===== src/rtl/io_map_pkg.sv =====
// Address map and status-word layout shared by the I/O responder and its users.
package io_map_pkg;

  localparam logic [31:0] IO_BASE = 32'h1001_0100;

  localparam logic [3:0] PORT_OUT_OFS = 4'h0;
  localparam logic [3:0] PORT_IN_OFS  = 4'h4;
  localparam logic [3:0] STATUS_OFS   = 4'h8;
  localparam logic [3:0] CLEAR_OFS    = 4'hC;

  localparam int ST_CHANGED   = 0;
  localparam int ST_COUNT_LSB = 8;
  localparam int COUNT_W      = 8;

  typedef enum logic [1:0] {
    REG_PORT_OUT = 2'd0,
    REG_PORT_IN  = 2'd1,
    REG_STATUS   = 2'd2,
    REG_CLEAR    = 2'd3
  } ioReg_e;

  // Word-granular decode: the low two byte-address bits never select anything.
  function automatic ioReg_e regOf(input logic [3:0] ofs);
    return ioReg_e'(ofs[3:2]);
  endfunction

endpackage


===== src/rtl/port_in_sync.sv =====
// Two-flop synchronizer for the external input port plus a one-cycle history
// register used to detect changes on the synchronized value.
module port_in_sync (
  input  logic       clk,
  input  logic       reset,
  input  logic [7:0] PortIn,
  output logic [7:0] sync2,
  output logic       chg
);

  logic [7:0] sync1;
  logic [7:0] prev;

  always_ff @(posedge clk) begin
    if (reset) begin
      sync1 <= '0;
      sync2 <= '0;
      prev  <= '0;
    end else begin
      sync1 <= PortIn;
      sync2 <= sync1;
      prev  <= sync2;
    end
  end

  assign chg = (sync2 != prev);

endmodule


===== src/rtl/io_port_responder.sv =====
// Memory-mapped I/O window on the data-memory bus: output port register,
// synchronized input port, and a sticky change flag with a saturating counter.
module io_port_responder #(
  parameter int          DATA_WIDTH = 32,
  parameter logic [31:0] IO_BASE    = io_map_pkg::IO_BASE
) (
  input  logic                  clk,
  input  logic                  reset,
  input  logic [31:0]           Address,
  input  logic [DATA_WIDTH-1:0] WriteData,
  input  logic                  MemWrite,
  input  logic                  MemRead,
  output logic [DATA_WIDTH-1:0] ReadData,
  output logic                  IOSelect,
  input  logic [7:0]            PortIn,
  output logic [31:0]           PortOut,
  output logic                  PortOutStrobe
);

  import io_map_pkg::*;

  // Bus contract: every cycle is a complete request. MemRead/MemWrite qualify
  // Address in that cycle; there is no backpressure, loads answer
  // combinationally and stores commit at the closing rising edge.

  logic [7:0]         sync2;
  logic               chg;
  ioReg_e             regSel;
  logic               storeHit;
  logic               loadHit;
  logic               portOutWr;
  logic               clearWr;
  logic               portInRd;
  logic               changed;
  logic               changedNext;
  logic [COUNT_W-1:0] chgCount;
  logic [COUNT_W-1:0] chgCountNext;
  logic [31:0]        statusWord;
  logic [31:0]        readWord;

  port_in_sync uSync (
    .clk    (clk),
    .reset  (reset),
    .PortIn (PortIn),
    .sync2  (sync2),
    .chg    (chg)
  );

  assign IOSelect  = (Address[31:4] == IO_BASE[31:4]);
  assign regSel    = regOf(Address[3:0]);
  assign storeHit  = MemWrite & IOSelect;
  assign loadHit   = MemRead & IOSelect;
  assign portOutWr = storeHit && (regSel == regOf(PORT_OUT_OFS));
  assign clearWr   = storeHit && (regSel == regOf(CLEAR_OFS));
  assign portInRd  = loadHit && (regSel == regOf(PORT_IN_OFS));

  always_comb begin
    statusWord = '0;
    statusWord[ST_CHANGED] = changed;
    statusWord[ST_COUNT_LSB +: COUNT_W] = chgCount;
  end

  always_comb begin
    readWord = '0;
    if (loadHit) begin
      case (regSel)
        REG_PORT_OUT: readWord = PortOut;
        REG_PORT_IN:  readWord = {24'b0, sync2};
        REG_STATUS:   readWord = statusWord;
        default:      readWord = '0;
      endcase
    end
  end

  assign ReadData = DATA_WIDTH'(readWord);

  // Clears first, then a change event on the same edge wins over them.
  always_comb begin
    changedNext  = changed;
    chgCountNext = chgCount;
    if (clearWr) begin
      changedNext  = 1'b0;
      chgCountNext = '0;
    end else if (portInRd) begin
      changedNext = 1'b0;
    end
    if (chg) begin
      changedNext = 1'b1;
      if (chgCountNext != {COUNT_W{1'b1}}) chgCountNext = chgCountNext + 1'b1;
    end
  end

  always_ff @(posedge clk) begin
    if (reset) begin
      PortOut       <= '0;
      PortOutStrobe <= 1'b0;
      changed       <= 1'b0;
      chgCount      <= '0;
    end else begin
      if (portOutWr) PortOut <= 32'(WriteData);
      PortOutStrobe <= portOutWr;
      changed       <= changedNext;
      chgCount      <= chgCountNext;
    end
  end

endmodule

===== config.mk =====
export PLATFORM = sky130hd
export DESIGN_NAME = io_port_responder
export DESIGN_NICKNAME = d
export VERILOG_FILES = /design/src/rtl/io_map_pkg.sv /design/src/rtl/port_in_sync.sv /design/src/rtl/io_port_responder.sv
export SDC_FILE = /design/constraint.sdc
export NUM_CORES = 1
export LEC_CHECK = 0
export ABC_AREA = 1
export BUFFER_PORTS_ARGS = -buffer_cell sky130_fd_sc_hd__buf_2
export CAP_MARGIN = 40
export CORE_MARGIN = 10
export CORE_UTILIZATION = 29
export DETAILED_ROUTE_END_ITERATION = 8
export PLACE_DENSITY_LB_ADDON = 0.2
export SYNTH_ARGS = -nofsm -noshare
export SYNTH_HDL_FRONTEND = slang
export SYNTH_SLANG_ARGS = --single-unit

===== constraint.sdc =====
create_clock -name clk -period 3.4 [get_ports clk]
set_input_delay 0.17 -clock clk [delete_from_list [all_inputs] [get_ports clk]]
set_output_delay 0.17 -clock clk [all_outputs]
set_load 0.02 [all_outputs]

; Yosys cells after proc, flatten, opt, wreduce, memory -nomap -nowiden
; Index checks and enable logic that the tools add are counted.
[op_classes]
multipliers = 0
muxes = 8
n_eq_ne = 6
n_reduce_logical = 5
magnitude_cmp = 0
shifts = 0
n_addsub = 1
bitwise = 2
div = 0
[ops]
columns = cell, n
row1 = $pmux 32 s3, 1
row2 = $mux 32, 1
row3 = $eq 28x25->1 const B, 1
row4 = $mux 8, 3
row5 = $add 8x1->8 const B, 1
row6 = $ne 8x8->1, 1
row7 = $ne 8x8->1 const B, 1
row8 = $eq 2x2->1 const B, 2
row9 = $logic_and 1x1->1, 3
row10 = $mux 1, 3
row11 = $reduce_bool 3->1, 1
row12 = $and 1x1->1, 2
row13 = $eq 2x1->1 const B, 1
row14 = $logic_not 2->1, 1
[totals]
wordCells = 29
out_inout_bits = 66
latchBits = 0
memories = 0
input_bits = 76
regBits = 66
mem_bits_rw = 0
rom_bits = 0

; Depth between registers and ports, before layout
; Gate-level depths: netlist of run 1.
[logic_depth]
depth_word = 7
depth_mapped = 19

; Modules after synthesis
; Synthesis of run 1 repeated with hierarchy kept, for this count alone.
[unflattened]
hier_cells = 432
hier_area_um2 = 3080.5
[modules_own_cells]
columns = mod, n_inst, seq_area_each_um2, area_each_um2, cells_per_inst
row1 = io_port_responder, 1, 840.8, 2282.2, 334
row2 = port_in_sync, 1, 480.5, 798.3, 98

; Worst setup path after synthesis of run 1
; No wires, ideal clock.
[synth_timing]
kind = input to register
startpoint = input port Address[31]
endpoint = register chgCount[2]
slack_ns = 1.404
t_arrival_ns = 1.864
setup_ns = 0.132
t_required_ns = 3.268
cell_stages = 17
path_cell_list = or2_0 > nor2_1 > nand2_1 > nor2_4 > nand3_4 > buf_6 > nand2_1 > inv_1 > ha_1 > nand2_1 > inv_1 > nand3_1 > nor2_1 > nand2_1 > nand2_1 > nand2_1 > a21oi_1
[synth_between]
elab_chain_len = 7
word_cells_on_any_way = 8
classes_between = add/sub (1) / eq/ne (2) / mux (3) / bitwise (1) / reduce/logical (1)
[synth_rtl]
columns = item, line
row1 = start: declaration, io_port_responder.sv:9  ; input logic [31:0] Address,
row2 = $eq 28x25->1 *, io_port_responder.sv:49  ; assign IOSelect = (Address[31:4] == IO_BASE[31:4]);
row3 = net IOSelect, io_port_responder.sv:14  ; output logic IOSelect,
row4 = $and 1x1->1 *, io_port_responder.sv:51  ; assign storeHit = MemWrite & IOSelect;
row5 = $logic_and 1x1->1 *, io_port_responder.sv:54  ; assign clearWr = storeHit && (regSel == regOf(CLEAR_OFS));
row6 = $mux 8 *, io_port_responder.sv:81  ; if (clearWr) begin
row7 = $add 8x1->8 / $ne 8x8->1 (equally long branches), io_port_responder.sv:89  ; if (chgCountNext != {COUNT_W{1'b1}}) chgCountNext = chgCountNext + 1'b1;
row8 = $mux 8, io_port_responder.sv:89
row9 = $mux 8 *, io_port_responder.sv:87  ; if (chg) begin
row10 = end signal: assignment, io_port_responder.sv:103  ; chgCount <= chgCountNext;
row11 = end: declaration, io_port_responder.sv:36  ; logic [COUNT_W-1:0] chgCount;
; Mark *: on every way through the listed nets, which the timed path passes. The rest lies on a longest branch.
; A chain may end at the register's enable or synchronous reset.

; Worst setup path in the final report of run 1
[layout_timing]
startpoint = input port Address[31]
endpoint = output port ReadData[7]
[layout_between]
elab_chain_len = 3
[layout_rtl]
columns = item, line
row1 = $eq 28x25->1, io_port_responder.sv:49
row2 = $and 1x1->1, io_port_responder.sv:52  ; assign loadHit = MemRead & IOSelect;
row3 = $mux 32, io_port_responder.sv:65  ; if (loadHit) begin
row4 = end: declaration, io_port_responder.sv:13  ; output logic [DATA_WIDTH-1:0] ReadData,
; No other way between the ends.

==> out/metrics.yaml, run 1 <==
via_per_inst: 4.26
io_pins: 142
seqPwrFrac: 0.459
cts_inserted_buffers: 9
grtUsageTotal: 0.118
wl_mm: 8.79
die_y_um: 120
rsz0062_at_grt: "false"
multiInputGateArea_mm2: 0.00121
r2r_start: "uSync.sync2[4]$_SDFF_PP0_"
synth_top_area_cell: "dfxtp_1"
crit_path_end_kind: "output pin"
detail-route-antenna-nets: 0
post_cts_buffers: 0
cts-root-buf: "clkbuf_8"
regToRegSetupSlack_ns: 1.65
min_period_ns: 2.30
wire_per_inst_um: 12.6
final_hold_viol_count: 0
h-tree-depth: 3
ys_types: 26
worst_path_max_delay_cell: "o22ai_1"
synth_cells: 424
ys_warn_count: 0
die-area_mm2: 0.0145
fp-row-count: 36
synth_top_cell_area_share: 0.452
cts_tree: "yes"
regArea_mm2: 0.00132
crit_path_max_fanout: 31
place.gp.congestion: 0.784
worst_slack_ns: 1.10
diodes: 0
holdBufCountCts: 0
ys_ff_latch: 66
drc: 0
max_freq_mhz: 434
finalCritPeriodShare: 0.678
cap_violations: 0
finalMaxSlewViolations: 0
r2r-end: "chgCount[7]$_SDFF_PP0_"
die_w_um: 120
tns_ns: 0
crit_chain: "buf_2, or2_0, nor2_1, nand2_1, nor2_4, nand2_1, inv_2, nand2_2, o22ai_1, buf_2"
holdPathStages: 3
slowest_delay_ns: 0.39
nets: 636
pre_cts_slack_ns: 1.10
switching_share: 0.223
grt_pass1_wl_mm: 14.0
grt_pass1_vias: 2897
layout_common_cells: "buf_2 (139), nor2_1 (107), inv_1 (81), nand2_1 (68), dfxtp_1 (66)"
start_util: 0.299
synth_area_mm2: 0.00292
cp-start-kind: "input pin"
antenna_found_initial: 0
finalPower_mw: 1.74
grt_max_degree: 65
finClkSkew_ns: 0.0119
cp.required_ns: 3.23
whs_endpoint: "uSync.sync1[4]$_SDFF_PP0_"
final_common_cell: "buf_2"
critPathArrivalTime_ns: 2.13
vdd_ir_drop_max_mv: 0.228
layout-drive-gt1-share: 0.287
slew_headroom: 0.585
power_density_mw_per_mm2: 439
synth_fp_nets: 501
clkTransAtPathRegs_ns: 0.07
via_count: 2968
reg2reg_depth: 13
internal_power_mw: 1.35
overflow: 0
worstHoldStart: "PortIn[4]"
core-area_mm2: 0.00977
syn_area_per_cell_um2: 6.89
setup_viol: 0
outcome: "finished, final reports clean"
synth.area.top_cells: "dfxtp_1 (45%), nor2_1 (14%), inv_1 (10%)"
clkPwrFrac: 0.472
yosysSeqAreaShare: 0.452
clock_sinks: 66
power_switching_uw: 389
p_comb_frac: 0.069
drtIter0Drc: 175
syn2layout_area_growth_pct: 35.8
fillers: 1070
hold_class: "in -> reg"
postCtsResizedCells: 0
clockBufferDepth: 2
path_class: "in -> out"
tightestPinTransition_ns: 0.621
clock_latency_ns: 0.34
portBuffers: 139
drt_pre_antenna_iters: 4
place_hpwl_mm: 6.76
leakagePower_nw: 1.93
-- power by group through the flow --
| stage | combinational [mW] | clock, mW | sequential, mW |
|---|---|---|---|
| floorplan | 0.0644 | 0 | 0.816 |
| global placement | 0.116 | 0 | 0.818 |
| detailed placement | 0.119 | 0 | 0.819 |
| CTS | 0.120 | 0.845 | 0.801 |
| global route | 0.139 | 0.881 | 0.804 |
| finish | 0.120 | 0.823 | 0.801 |
-- stage by stage --
| stage | hold WS [ns] | utilization | instance area, um^2 | std cells |
|---|---|---|---|---|
| detailed placement | 0.376 | 0.381 | 3720 | 681 |
| floorplan | 0.277 | - | 2920 | 424 |
| global placement | 0.368 | 0.381 | 3720 | 681 |
| global route | 0.0185 | 0.406 | 3970 | 697 |
| CTS | 0.00969 | 0.406 | 3970 | 697 |
| finish | 0.0294 | 0.406 | 3970 | 697 |
-- layer usage --
layer  wire length, um  share of wire  track usage  up-vias
li1                  -              -            -     1582
met4               153          0.017       0.0460        0
met3               648          0.074       0.0442       13
met5                 0              0            0        -
met1              3790           0.43        0.133     1280
met2              4190           0.48        0.200       93
-- registers in the layout (all words and copies together) (netlist names) --
signal	count
PortOut	32
chgCount	8
uSync.prev	8
uSync.sync1	8
uSync.sync2	8
PortOutStrobe	1
changed	1
-- critical path, delay by kind of cell --
kind	cells	cell delay [ns]
and+or+nand+nor	6	1.08
buffers and inverters	3	0.47
AOI/OAI and AO/OA	1	0.39
-- cells in the mapped netlist --
cell / number
nor2_1: 107
inv_1: 81
nand2_1: 68
dfxtp_1: 66
a211oi_1: 31
nand3_1: 15
clkbuf_1: 9
a21oi_1: 8
o21ai_0: 8
buf_2: 7
o22ai_1: 7
nand3b_1: 2
nand4_1: 2
a31oi_1: 1
buf_6: 1
ha_1: 1
inv_2: 1
nand2_2: 1
nand3_2: 1
nand3_4: 1
nor2_4: 1
nor3_1: 1
o21ai_1: 1
o32ai_1: 1
or2_0: 1
xnor2_1: 1
-- how the worst max path moves through the flow --
stage | start | endpoint | slack (ns) | cells past startpoint
2_1_floorplan | Address[31] | chgCount[2]$_SDFF_PP0_ | 1.40 | 17
3_3_place_gp | Address[31] | ReadData[7] | 1.11 | 10
6_report | Address[31] | ReadData[7] | 1.10 | 10
3_5_place_dp | Address[31] | ReadData[7] | 1.10 | 10
5_1_grt | Address[25] | ReadData[7] | 0.92 | 11
4_1_cts | Address[31] | ReadData[7] | 1.10 | 10
-- logic make-up (layout without fill, tap and decap cells) --
family | count (synthesis) | count (layout) | synth area share
simple gates | 200 | 200 | 0.279
buf+inv | 99 | 239 | 0.133
flops | 66 | 66 | 0.452
compound gates | 57 | 57 | 0.129
fa+ha+maj | 1 | 1 | 0.00428
xor+xnor | 1 | 1 | 0.00300
-- final cells by class --
type | count | area share
clock buffers | 10 | 0.0347
clock inverters | 6 | 0.0281
inverters | 82 | 0.0776
multi-input cells | 259 | 0.306
flip-flops and latches | 66 | 0.333
well taps | 133 | 0.0419
repair buffers | 141 | 0.179
Note: power is estimated with default switching activity, not from simulation.
==> run 2, diff against run 1 <==
--- a/config.mk
+++ b/config.mk
@@ -5,7 +5,7 @@
 export SDC_FILE = /design/constraint.sdc
 export NUM_CORES = 1
 export LEC_CHECK = 0
-export ABC_AREA = 1
+export ABC_AREA = 0
 export BUFFER_PORTS_ARGS = -buffer_cell sky130_fd_sc_hd__buf_2
 export CAP_MARGIN = 40
 export CORE_MARGIN = 10
==> constraint.sdc (replaced) <==
create_clock -name clk -period 2.15 [get_ports clk]
set_input_delay 0.1075 -clock clk [delete_from_list [all_inputs] [get_ports clk]]
set_output_delay 0.1075 -clock clk [all_outputs]
set_load 0.02 [all_outputs]
==> out/metrics.yaml, run 2 <==
outcome: "finished, final reports clean"
largest_reg_flops: 32  # unchanged
hold_class: "in -> reg"
place_hpwl_mm: 6.59  # -2.6%
clkTransAtPathRegs_ns: 0.06  # about the same
critPathArrivalTime_ns: 1.94  # -0.19 ns
ys_types: 40  # +54%
cap_violations: 0  # unchanged
synth_commonest_cells: "dfxtp_1 (66), nor2_1 (38), mux2i_1 (33), nor2b_1 (26), and2_1 (17)"
core-area_mm2: 0.00973  # -0.46%
h-tree-depth: 3  # unchanged
power_density_mw_per_mm2: 613  # +40%
dr_wl_met3_um: 610  # -5.9%
synth_area_mm2: 0.00287  # -1.8%
crit_path_max_fanout: 26  # -16%
cts-root-buf: "clkbuf_8"
wire_per_inst_um: 14.9  # +18%
tns_ns: 0  # unchanged
finalCritPeriodShare: 0.954
regToRegSetupSlack_ns: 0.36  # -1.29 ns
die_y_um: 120  # -0.74%
highest_layer: "met4"
cts_inserted_buffers: 9  # unchanged
detail-route-antenna-nets: 0  # unchanged
reg2reg_depth: 8  # -5
die_w_um: 120  # -0.74%
met2WireLength_mm: 4.60  # +9.7%
syn_area_per_cell_um2: 10.3  # +49%
portBuffers: 139  # unchanged
worst_path_max_delay_cell: "nor4_4"
cp.required_ns: 2.04  # -1.19 ns
grt_pass1_vias: 2827  # -2.4%
clock_sinks: 66  # unchanged
setup_viol: 0  # unchanged
holdPathStages: 3  # unchanged
finalMaxSlewViolations: 0  # unchanged
dpl-instance-area_mm2: 0.00383  # +3.0%
start_util: 0.295  # -0.00389
synth.area.top_cells: "dfxtp_1 (46%), mux2i_1 (12%), nor2b_1 (5.7%)"
antenna_found_initial: 0  # unchanged
die-area_mm2: 0.0143  # -1.5%
wl_met1_mm: 3.64  # -4.0%
io_pins: 142  # unchanged
drc: 0  # unchanged
layout_common_cells: "buf_2 (139), dfxtp_1 (66), nor2_1 (38), dlygate4sd3_1 (34), mux2i_1 (33)"
synth_top_cell_area_share: 0.460  # +0.00808
tightestPinTransition_ns: 0.634  # +0.0137 ns
finClkSkew_ns: 0.0118  # -0.0000859 ns
place.gp.congestion: 0.922  # +18%
max_freq_mhz: 488
crit_top_cell: "buf_2"
wl_mm: 8.96  # +2.0%
crit_chain: "buf_2, nor4_4, nand4_4, buf_4, nor3_2, and3_1, buf_12, and2_1, buf_2"
drt_pre_antenna_iters: 6  # +2
postCtsResizedCells: 0  # unchanged
slew_headroom: 0.577  # -0.00770
pre_cts_slack_ns: -0.227  # -1.33 ns
finalPower_mw: 2.70  # +55%
layout-drive-gt1-share: 0.398  # +0.111
final_cell_area_mm2: 0.00440  # +11%
cp-start-kind: "input pin"
r2r_start: "chgCount[0]$_SDFF_PP0_"
final_common_cell: "buf_2"
vdd_ir_drop_max_mv: 0.498  # +120%
nets: 542  # -15%
yosysMostFrequentCell: "dfxtp_1"
leakagePower_nw: 2.05  # +5.9%
yosysSeqAreaShare: 0.460  # +0.00808
synth-async-reset-ratio: 0  # unchanged
worstHoldStart: "WriteData[14]"
diodes: 0  # unchanged
cts_tree: "yes"
final_hold_viol_count: 0  # unchanged
via_count: 2693  # -9.3%
synth_edf_count: 0  # unchanged
ys_ff_latch: 66  # unchanged
clockBufferDepth: 2  # unchanged
syn2layout_area_growth_pct: 53.3
overflow: 0  # unchanged
synth_top_area_cell: "dfxtp_1"
grtUsageTotal: 0.123  # +0.00433
via_per_inst: 4.47  # +4.9%
max_flop_register: "PortOut"
clock_latency_ns: 0.34  # about the same
ys_warn_count: 0  # unchanged
grt_pass1_wl_mm: 14.4  # +2.9%
r2r-end: "chgCount[2]$_SDFF_PP0_"
path_class: "in -> out"
fp-row-count: 36  # unchanged
slowest_delay_ns: 0.33  # -0.06 ns
cp_top_family: "simple AND/OR/NAND/NOR gates"
rsz0062_at_grt: "false"
crit_path_end_kind: "output pin"
synth_fp_nets: 357  # -29%
drtIter0Drc: 104  # -41%
path_buf_inv: 4  # +1
grt_max_degree: 61  # -6.2%
yosys_most_used_dff: "dfxtp_1"
synth_cells: 280  # -34%
worst_slack_ns: 0.0988  # -0.998 ns
whs_endpoint: "PortOut[14]$_SDFFE_PP0P_"
min_period_ns: 2.05
==> run 2: cell count changes after synthesis, sizes merged, moves of 15 or more <==
| cell | before | now |
|---|---|---|
| and2 | 0 | 17 |
| nor2b | 0 | 26 |
| nor2 | 108 | 38 |
| a211oi | 31 | 3 |
| mux2i | 0 | 33 |
| nand2 | 69 | 4 |
| inv | 82 | 1 |
| a22o | 0 | 15 |
==> run 2: worst max path at each step <==
| stage | startpoint | end | slack, ns | depth (start not counted) |
|---|---|---|---|---|
| 2_1_floorplan | Address[27] | chgCount[3]$_SDFF_PP0_ | -0.16 | 10 |
| 3_3_place_gp | Address[27] | chgCount[3]$_SDFF_PP0_ | -0.16 | 10 |
| 3_5_place_dp | Address[6] | chgCount[3]$_SDFF_PP0_ | -0.23 | 11 |
| 4_1_cts | Address[6] | ReadData[6] | 0.1 | 9 |
| 5_1_grt | Address[20] | ReadData[12] | 0.02 | 8 |
| 6_report | Address[13] | ReadData[31] | 0.1 | 9 |
==> run 2: report_power, final <==
group / leakage, nW / switching (mW) / internal (mW)
clock: 0.117 / 0.463 / 0.717
combinational: 1.40 / 0.102 / 0.146
sequential: 0.537 / 0.0218 / 1.25
total: 2.05 / 0.586 / 2.11
==> run 2: tightest hold or removal path: stages <==
cell and delay (ns):
buf_2 0.08, mux2i_1 0.06, nor2_1 0.07
==> run 2: layer usage <==
metal / vias to the layer above / global-route usage
met5: - / 0
met4: 0 / 0.0475
met3: 11 / 0.0403
met2: 79 / 0.218
met1: 1250 / 0.132
li1: 1353 / -
==> run 2: logic make-up after synthesis <==
family                   Yosys count  share of synthesized area
buffers and inverters             17                     0.0322
adder cells (fa/ha/maj)            1                    0.00436
AO/OA/AOI/OAI                     29                     0.0767
flip-flops                        66                      0.460
XOR/XNOR                          10                     0.0305
AND/OR/NAND/NOR                  123                      0.276
multiplexers                      34                      0.120
==> run 2: final cells by class <==
class / count / area (um^2)
sequential: 66 / 1320
multi-input combinational: 197 / 1490
clock buffer: 12 / 155
timing repair buffer: 190 / 1190
clock inverter: 4 / 73.8
fill: 962 / 5330
tap: 133 / 166
inverter: 1 / 3.75
==> run 2: through the flow <==
stage,cells,hold slack (ns),utilization
2_1_floorplan,280,0.236,-
3_3_place_gp,553,0.319,0.394
3_5_place_dp,553,0.321,0.394
4_1_cts,603,0.000115,0.452
5_1_grt,603,0.0258,0.452
6_report,603,0.0195,0.452
==> run 2: timing repair <==
item / CTS / global route
endpoints found under the hold margin: 34 / 0
hold buffers: 34 / 0
endpoints found under the setup margin: 0 / 0
setup buffers: 0 / 0
==> run 3, diff against run 2 <==
--- a/config.mk
+++ b/config.mk
@@ -12,6 +12,7 @@
 export CORE_UTILIZATION = 29
 export DETAILED_ROUTE_END_ITERATION = 8
 export PLACE_DENSITY_LB_ADDON = 0.2
+export RECOVER_POWER = 100
 export SYNTH_ARGS = -nofsm -noshare
 export SYNTH_HDL_FRONTEND = slang
 export SYNTH_SLANG_ARGS = --single-unit
==> out/metrics.yaml, run 3 (same netlist as run 2, synthesis figures left out) <==
grtUsageTotal: 0.123  # unchanged
cp_top_family: "simple AND/OR/NAND/NOR gates"
outcome: "finished, final reports clean"
clkTransAtPathRegs_ns: 0.06  # about the same
largest_reg_flops: 32  # unchanged
drc: 0  # unchanged
whs_ns: 0.0158  # -0.00362 ns
syn2layout_area_growth_pct: 50.9
layout-drive-gt1-share: 0.319  # -0.0787
via_per_inst: 4.48  # +0.41%
drt_pre_antenna_iters: 4  # -2
drtIter0Drc: 94  # -9.6%
place.gp.congestion: 0.922  # unchanged
fp-row-count: 36  # unchanged
max_flop_register: "PortOut"
leakagePower_nw: 1.86  # -9.3%
met2WireLength_mm: 4.54  # -1.3%
dr_wl_met3_um: 572  # -6.2%
hold_class: "in -> reg"
portBuffers: 139  # unchanged
crit_path_end_kind: "output pin"
tns_ns: 0  # unchanged
cts_inserted_buffers: 9  # unchanged
postCtsResizedCells: 0  # unchanged
layout_common_cells: "buf_2 (79), dfxtp_1 (66), nor2_1 (38), clkbuf_1 (37), dlygate4sd3_1 (34)"
cap_violations: 0  # unchanged
final_hold_viol_count: 0  # unchanged
rsz0062_at_grt: "false"
h-tree-depth: 3  # unchanged
detail-route-antenna-nets: 0  # unchanged
slew_headroom: 0.171  # -0.406
cts-root-buf: "clkbuf_8"
clockBufferDepth: 2  # unchanged
wl_met1_mm: 3.69  # +1.4%
grt_pass1_vias: 2827  # unchanged
wire_per_inst_um: 14.9  # about the same
multiInputGateArea_mm2: 0.00149  # -0.25%
antenna_found_initial: 0  # unchanged
finalCritPeriodShare: 0.955  # +0.00113
cp.required_ns: 2.04  # about the same
finClkSkew_ns: 0.0116  # -0.000229 ns
dpl-instance-area_mm2: 0.00383  # unchanged
clock_sinks: 66  # unchanged
die-area_mm2: 0.0143  # unchanged
cp-start-kind: "input pin"
power_density_mw_per_mm2: 623  # +1.7%
path_class: "in -> out"
worst_slack_ns: 0.0963  # -0.00244 ns
wl_mm: 8.97  # about the same
setup_viol: 0  # unchanged
final_util: 0.445  # -0.00707
overflow: 0  # unchanged
path_buf_inv: 3  # -1
finalMaxSlewViolations: 0  # unchanged
cts_tree: "yes"
pre_cts_slack_ns: -0.227  # unchanged
slowest_delay_ns: 0.43  # +0.10 ns
place_hpwl_mm: 6.59  # unchanged
clock_latency_ns: 0.34  # about the same
core-area_mm2: 0.00973  # unchanged
critPathArrivalTime_ns: 1.95  # about the same
vdd_ir_drop_max_mv: 0.499  # +0.13%
diodes: 0  # unchanged
via_count: 2704  # +0.41%
min_period_ns: 2.05  # +0.00244 ns
crit_chain: "buf_2, nor4_4, nand4_4, buf_4, nor3_2, and4b_1, a22o_1, clkbuf_2"
start_util: 0.295  # unchanged
die_w_um: 120  # unchanged
grt_pass1_wl_mm: 14.4  # unchanged
post_cts_buffers: 0  # unchanged
highest_layer: "met4"
holdBufCountCts: 34  # unchanged
fillers: 982  # +2.1%
die_y_um: 120  # unchanged
final_common_cell: "buf_2"
nets: 542  # unchanged
io_pins: 142  # unchanged
regArea_mm2: 0.00132  # unchanged
max_freq_mhz: 487  # -0.12%
crit_path_max_fanout: 8  # -69%
tightestPinTransition_ns: 1.24  # +0.609 ns
worst_path_max_delay_cell: "and4b_1"
grt_max_degree: 61  # unchanged
final_cell_area_mm2: 0.00433  # -1.6%
[run 3: cell types whose count changed in the layout (fill, tap and decap cells not counted)]
cell and change:
buf_2 -60, buf_12 -1, mux2_4 -1, mux2_1 +1
buf_4 -4, clkbuf_1 +36, clkbuf_2 +27, clkbuf_4 +2
[run 3: worst register-to-register path, stage by stage (launching register included)]
cell and delay (ns):
dfxtp_1 0.44, nor2b_1 0.18, ha_2 0.19, and3_4 0.18, and3_4 0.20, a21oi_2 0.04
clkbuf_4 0.15, and4_1 0.18, nor3_1 0.15
[run 3: per-layer routing]
metal  global-route usage  vias up
met3               0.0403       12
met5                    0        -
met2                0.218       84
li1                     -     1352
met4               0.0475        0
met1                0.132     1256
[run 3: area by class of cell]
class	instances	share of cell area
clock inverter	4	0.0170
timing repair buffer	190	0.259
multi-input combinational	197	0.344
clock buffer	12	0.0358
sequential	66	0.305
tap	133	0.0384
inverter	1	0.000866
[run 3: report_power, final]
part / internal (mW) / switching (mW) / leakage, nW
logic: 0.143 / 0.102 / 1.21
clock network: 0.717 / 0.468 / 0.117
registers: 1.25 / 0.0212 / 0.537
total: 2.11 / 0.591 / 1.86
[run 3: final timing paths]
path	start	end	slack, ns	cells past startpoint
worst max-delay path	Address[13]	ReadData[14]	0.1	8
worst min-delay path	WriteData[14]	PortOut[14]$_SDFFE_PP0P_	0.02	3
worst max register to register	chgCount[0]$_SDFF_PP0_	chgCount[2]$_SDFF_PP0_	0.35	8
worst min register to register	uSync.sync1[4]$_SDFF_PP0_	uSync.sync2[4]$_SDFF_PP0_	0.43	1
[run 3: through the flow]
stage               total power, mW  cells
finish                         2.70    603
global route                   2.82    603
global placement               1.50    553
CTS                            2.75    603
floorplan                      1.38    280
detailed placement             1.50    553
